`config.mk`:
```
export PLATFORM = sky130hd
export DESIGN_NAME = dma_hold_master
export DESIGN_NICKNAME = d
export VERILOG_FILES = /design/src/rtl/dma_hold_master.sv
export SDC_FILE = /design/constraint.sdc
export NUM_CORES = 1
export LEC_CHECK = 0
export BUFFER_PORTS_ARGS = -buffer_cell sky130_fd_sc_hd__buf_2
export CORE_ASPECT_RATIO = 1.4
export CORE_MARGIN = 4
export CORE_UTILIZATION = 55
export CTS_CLUSTER_SIZE = 10
export DETAILED_ROUTE_END_ITERATION = 7
export HOLD_SLACK_MARGIN = 0.12
export PLACE_DENSITY = 0.86
export SETUP_SLACK_MARGIN = 0.15
export SYNTH_ARGS = -nofsm -noshare
export SYNTH_HDL_FRONTEND = slang
export SYNTH_SLANG_ARGS = --single-unit
```
`constraint.sdc`:
```
create_clock -name clk -period 2.61 [get_ports clk]
set_input_delay 0.3915 -clock clk [delete_from_list [all_inputs] [get_ports clk]]
set_output_delay 0.3915 -clock clk [all_outputs]
set_load 0.01 [all_outputs]
```
`src/rtl/dma_hold_master.sv`:
```
// Memory-to-memory word copier that requests the bus via hold/holdACK, then copies LEN words SRC->DST.
// Optional sticky completion interrupt enabled by defining DMA_HOLD_MASTER_IRQ_EN.
module dma_hold_master #(
  parameter int wide     = 32,
  parameter int LEN_BITS = 16
) (
  input  logic            clk,
  input  logic            rst,
  input  logic            cfg_we,
  input  logic [1:0]      cfg_addr,
  input  logic [31:0]     cfg_data,
  output logic            hold,
  input  logic            holdACK,
  output logic [31:0]     dm_a,
  output logic            dm_we,
  output logic [wide-1:0] dm_d,
  input  logic [wide-1:0] dm_q,
  output logic            busy,
  output logic            done,
  output logic            irq
);

  typedef enum logic [2:0] {IDLE, REQ, RD, WR, REL} state_t;

  state_t              state_reg, state_next;
  logic [31:0]         src_reg, dst_reg, sp_reg, dp_reg;
  logic [LEN_BITS-1:0] len_reg, cnt_reg;
  logic [wide-1:0]     buf_reg;
  logic                done_reg;

  logic cfg_idle, start_wr, len_zero, done_set;

  assign cfg_idle = cfg_we && (state_reg == IDLE);
  assign start_wr = cfg_idle && (cfg_addr == 2'd3) && cfg_data[0];
  assign len_zero = (len_reg == '0);
  // A zero-length start completes immediately without touching the bus.
  assign done_set = (state_reg == REL) || (start_wr && len_zero);

  always_ff @(posedge clk) begin
    if (rst) state_reg <= IDLE;
    else     state_reg <= state_next;
  end

  always_comb begin
    state_next = state_reg;
    hold       = 1'b0;
    dm_we      = 1'b0;
    dm_a       = '0;
    dm_d       = '0;
    case (state_reg)
      IDLE: begin
        if (start_wr && !len_zero) state_next = REQ;
      end
      REQ: begin
        hold = 1'b1;
        if (holdACK) state_next = RD;
      end
      RD: begin
        hold       = 1'b1;
        dm_a       = sp_reg;
        state_next = holdACK ? WR : REQ;
      end
      WR: begin
        hold  = 1'b1;
        dm_a  = dp_reg;
        dm_d  = buf_reg;
        dm_we = holdACK;
        if (!holdACK)                       state_next = REQ;
        else if (cnt_reg == LEN_BITS'(1))   state_next = REL;
        else                                state_next = RD;
      end
      REL: begin
        state_next = IDLE;
      end
      default: state_next = IDLE;
    endcase
  end

  always_ff @(posedge clk) begin
    if (rst) begin
      src_reg  <= '0;
      dst_reg  <= '0;
      len_reg  <= '0;
      sp_reg   <= '0;
      dp_reg   <= '0;
      cnt_reg  <= '0;
      buf_reg  <= '0;
      done_reg <= 1'b0;
    end else begin
      if (cfg_idle) begin
        case (cfg_addr)
          2'd0:    src_reg <= {cfg_data[31:2], 2'b00};
          2'd1:    dst_reg <= {cfg_data[31:2], 2'b00};
          2'd2:    len_reg <= cfg_data[LEN_BITS-1:0];
          default: begin
            if (cfg_data[0]) begin
              sp_reg  <= src_reg;
              dp_reg  <= dst_reg;
              cnt_reg <= len_reg;
            end
          end
        endcase
      end
      // Pointers only advance on a granted cycle, so a lost grant replays the same word.
      if (state_reg == RD && holdACK) buf_reg <= dm_q;
      if (state_reg == WR && holdACK) begin
        sp_reg  <= sp_reg + 32'd4;
        dp_reg  <= dp_reg + 32'd4;
        cnt_reg <= cnt_reg - LEN_BITS'(1);
      end
      if (done_set)      done_reg <= 1'b1;
      else if (start_wr) done_reg <= 1'b0;
    end
  end

  assign busy = (state_reg != IDLE);
  assign done = done_reg;

`ifdef DMA_HOLD_MASTER_IRQ_EN
  logic irq_reg;
  logic irq_clr_wr;

  assign irq_clr_wr = cfg_we && (cfg_addr == 2'd3) && cfg_data[1];

  always_ff @(posedge clk) begin
    if (rst)                          irq_reg <= 1'b0;
    else if (done_set)                irq_reg <= 1'b1;
    else if (start_wr || irq_clr_wr)  irq_reg <= 1'b0;
  end

  assign irq = irq_reg;
`else
  logic unused_irq_clr;
  assign unused_irq_clr = cfg_data[1];
  assign irq = 1'b0;
`endif

endmodule

```
==> impl_metrics.tcl <==
set metrics [dict create \
    status "completed" \
    power_frac_comb_pct 5.7 \
    syn2layout_area_growth_pct 17.3 \
    p_seq_share_pct 48.7 \
    largest_reg_flops 32 \
    reg2reg_slack_ps 310 \
    cts.path.max_buffers 2 \
    wl_per_cell_um 18.1 \
    ys_async_sr_fraction_pct 0 \
    io_pins 139 \
    whs_ps 180 \
    drt-pass1-iter-count 5 \
    p_int_mw 4.64 \
    start_util_pct 56.0 \
    ant_nets 0 \
    fp.dieH_um 157 \
    antenna-diode-count 0 \
    dpl.cell_count 1403 \
    report.final.hold_viol_count 0 \
    syn_inst 1127 \
    period_needed_ps 2410 \
    syn-mean-instance-area_um2 7.75 \
    netlist_top_cells_area "dfxtp_1 (43%), nand2_1 (11%), a21oi_1 (9.6%), a22o_1 (3.0%), clkbuf_1 (2.6%)" \
    p_leak_nw 3.94 \
    multi_input_area_mm2 0.00460 \
    remaining_drc_errors 0 \
    slew_headroom_pct 30.6 \
    h-tree-depth 4 \
    clockRootBuffer "clkbuf_16" \
    wirelength_um 26100 \
    ys_types 55 \
    gp_congestion 0.899 \
    synth_warnings 0 \
    viasPerCell 6.26 \
    p_sw_mw 1.47 \
    cts_tree "yes" \
    slew_violations 0 \
    first_global_vias 8360 \
    netlist.top_cell.by_area "dfxtp_1" \
    synthesis.area_mm2 0.00874 \
    ys_seq_area_share_pct 43.1 \
    peakVddDrop_mv 0.365 \
    grt_first_pass_wirelength_um 41600 \
    worstSetupStartpointType "register" \
    ff_latch_area_mm2 0.00376 \
    cts_inserted_buffers 17 \
    hold_class "in -> reg" \
    clk_pin_slew_ps 70 \
    ys_seq_elements 188 \
    clock_latency_ps 440 \
    p_clk_share_pct 45.6 \
    period_share_pct 92.3 \
    critPathMaxFanout 26 \
    crit_required_ps 2220 \
    die_w_um 115 \
    cp_common_cell "buf_4" \
    pre_cts_slack_ps 359 \
    fill_cells 1285 \
    critical_path_arrival_ps 2020 \
    rsz0062_at_grt "true" \
    vias 9020 \
    overflow 0 \
    synth_enable_flop_cells 0 \
    dp_hpwl_um 17900 \
    p_sw_share_pct 24.1 \
    clock-skew-final_ps 6.19 \
    cts_sinks 188 \
    final_cell_count_no_fill 1440 \
    dieArea_mm2 0.0180 \
    cap_violations 0 \
    crit_slowest_cell "dfxtp_1" \
    tns_ps 0 \
    critPathKind "reg -> out" \
    tightestPinTransition_ps 1040 \
    worstPathCellList "nand4b_1 -> buf_4 -> clkinv_1 -> buf_4 -> buf_2" \
    finalSetupViolations 0 \
    cp-end-kind "output port" \
    placementRows 54 \
    fin_nets 1305 \
    worst_slack_ps 201 \
    port_buffers 135 \
    synth.top_cell.area_share_pct 43.1 \
    drive_gt1_share_pct 18.2 \
    grt_antenna_before_repair 1 \
    powerDensity_mw_per_mm2 596 \
    grt_max_degree 62 \
    core_mm2 0.0156 \
    cpPeakStageDelay_ps 520 \
    track_usage_pct 28.5 \
    fmax_mhz 415 \
    synthFlopType "dfxtp_1" \
    drtIter0Drc 903 \
]
[power groups by stage]
stage / logic [mW] / registers (mW) / clock network (mW)
2_1_floorplan: 0.204 / 3.02 / 0
3_3_place_gp: 0.333 / 3.04 / 0
3_5_place_dp: 0.340 / 3.04 / 0
4_1_cts: 0.342 / 2.97 / 2.80
5_1_grt: 0.379 / 2.98 / 2.92
6_report: 0.347 / 2.98 / 2.79
[through the flow]
step	cell area, µm²	power, mW	utilization (%)
6_report	10300	6.11	65.7
5_1_grt	10300	6.28	65.7
4_1_cts	10200	6.11	65.4
3_5_place_dp	9570	3.38	61.3
3_3_place_gp	9570	3.37	61.3
2_1_floorplan	8750	3.23	-
[cells by family after synthesis]
logic type	count (synthesis)	synth area share (%)
simple gates	509	27.6
compound gates	298	20.8
flops	188	43.1
buf+inv	99	4.65
mux	25	2.98
fa+ha+maj	4	0.573
xor+xnor	3	0.301
other cells	1	0.0429
[what timing repair did]
| item | in CTS | in global routing |
|---|---|---|
| gates resized for setup | 1 | 2 |
| endpoints found under the setup margin | 35 | 61 |
| setup buffers | 0 | 5 |
| hold buffers | 0 | 0 |
| pin swaps | 0 | 2 |
[cells in the mapped netlist, types with 3 or more instances]
| cell type | n |
|---|---|
| a2111oi_0 | 3 |
| a211oi_1 | 4 |
| a21oi_1 | 168 |
| a221oi_1 | 3 |
| a22o_1 | 30 |
| a22oi_1 | 8 |
| a311oi_1 | 4 |
| a31oi_1 | 18 |
| a32oi_1 | 6 |
| and2_1 | 36 |
| and3_1 | 17 |
| and4_1 | 9 |
| buf_1 | 7 |
| buf_2 | 18 |
| buf_4 | 3 |
| clkbuf_1 | 61 |
| dfxtp_1 | 188 |
| ha_1 | 4 |
| inv_1 | 8 |
| mux2_2 | 8 |
| mux2i_1 | 17 |
| nand2_1 | 249 |
| nand3_1 | 37 |
| nand4_1 | 21 |
| nor2_1 | 53 |
| nor3_1 | 31 |
| nor3b_1 | 4 |
| nor4_1 | 20 |
| o211ai_1 | 15 |
| o21ai_0 | 21 |
| o221ai_1 | 3 |
| o22ai_1 | 3 |
| o311ai_0 | 5 |
| or3_1 | 13 |
| or4_1 | 7 |
[layout make-up]
cell class	instances	share of cell area (%)
multi-input combinational	842	44.9
timing repair buffer	173	9.52
inverter	9	0.329
sequential	188	36.7
clock buffer	19	4.42
clock inverter	13	1.77
tap	196	2.39
[cell usage in the layout, fill, tap and decap left out, drive strengths merged, types with 13 or more instances in the layout]
master  instances
and3           17
a22o           30
nand3          38
a21oi         168
nor2           53
clkbuf         19
nor4           20
and2           37
a31oi          18
nor3           32
dfxtp         188
mux2i          17
nand2         249
o211ai         15
nand4          21
o21ai          21
buf           173
inv            13
or3            13
[per-layer routing]
metal  track usage (%)  vias to the layer above  share of wire (%)
li1                  -                     4223                  -
met4              14.5                        2                4.2
met5                 0                        -              0.077
met3              5.58                       99                9.0
met1              34.8                     4185                 39
met2              47.5                      511                 48
[final timing paths]
path                                   start           to  cells past startpoint
worst min-delay path                dm_q[25]  buf_reg[25]                      3
worst max-delay path            state_reg[0]        dm_we                      5
worst max register to register  state_reg[0]  cnt_reg[13]                      5
worst min register to register    buf_reg[0]   buf_reg[0]                      2
[worst max-delay path, delay by kind of cell (launching register included)]
family	cells	cell delay, ps
AND/OR/NAND/NOR	1	220
flip-flops	1	520
buffers and inverters	4	830
(Power assumes the default switching activity.)
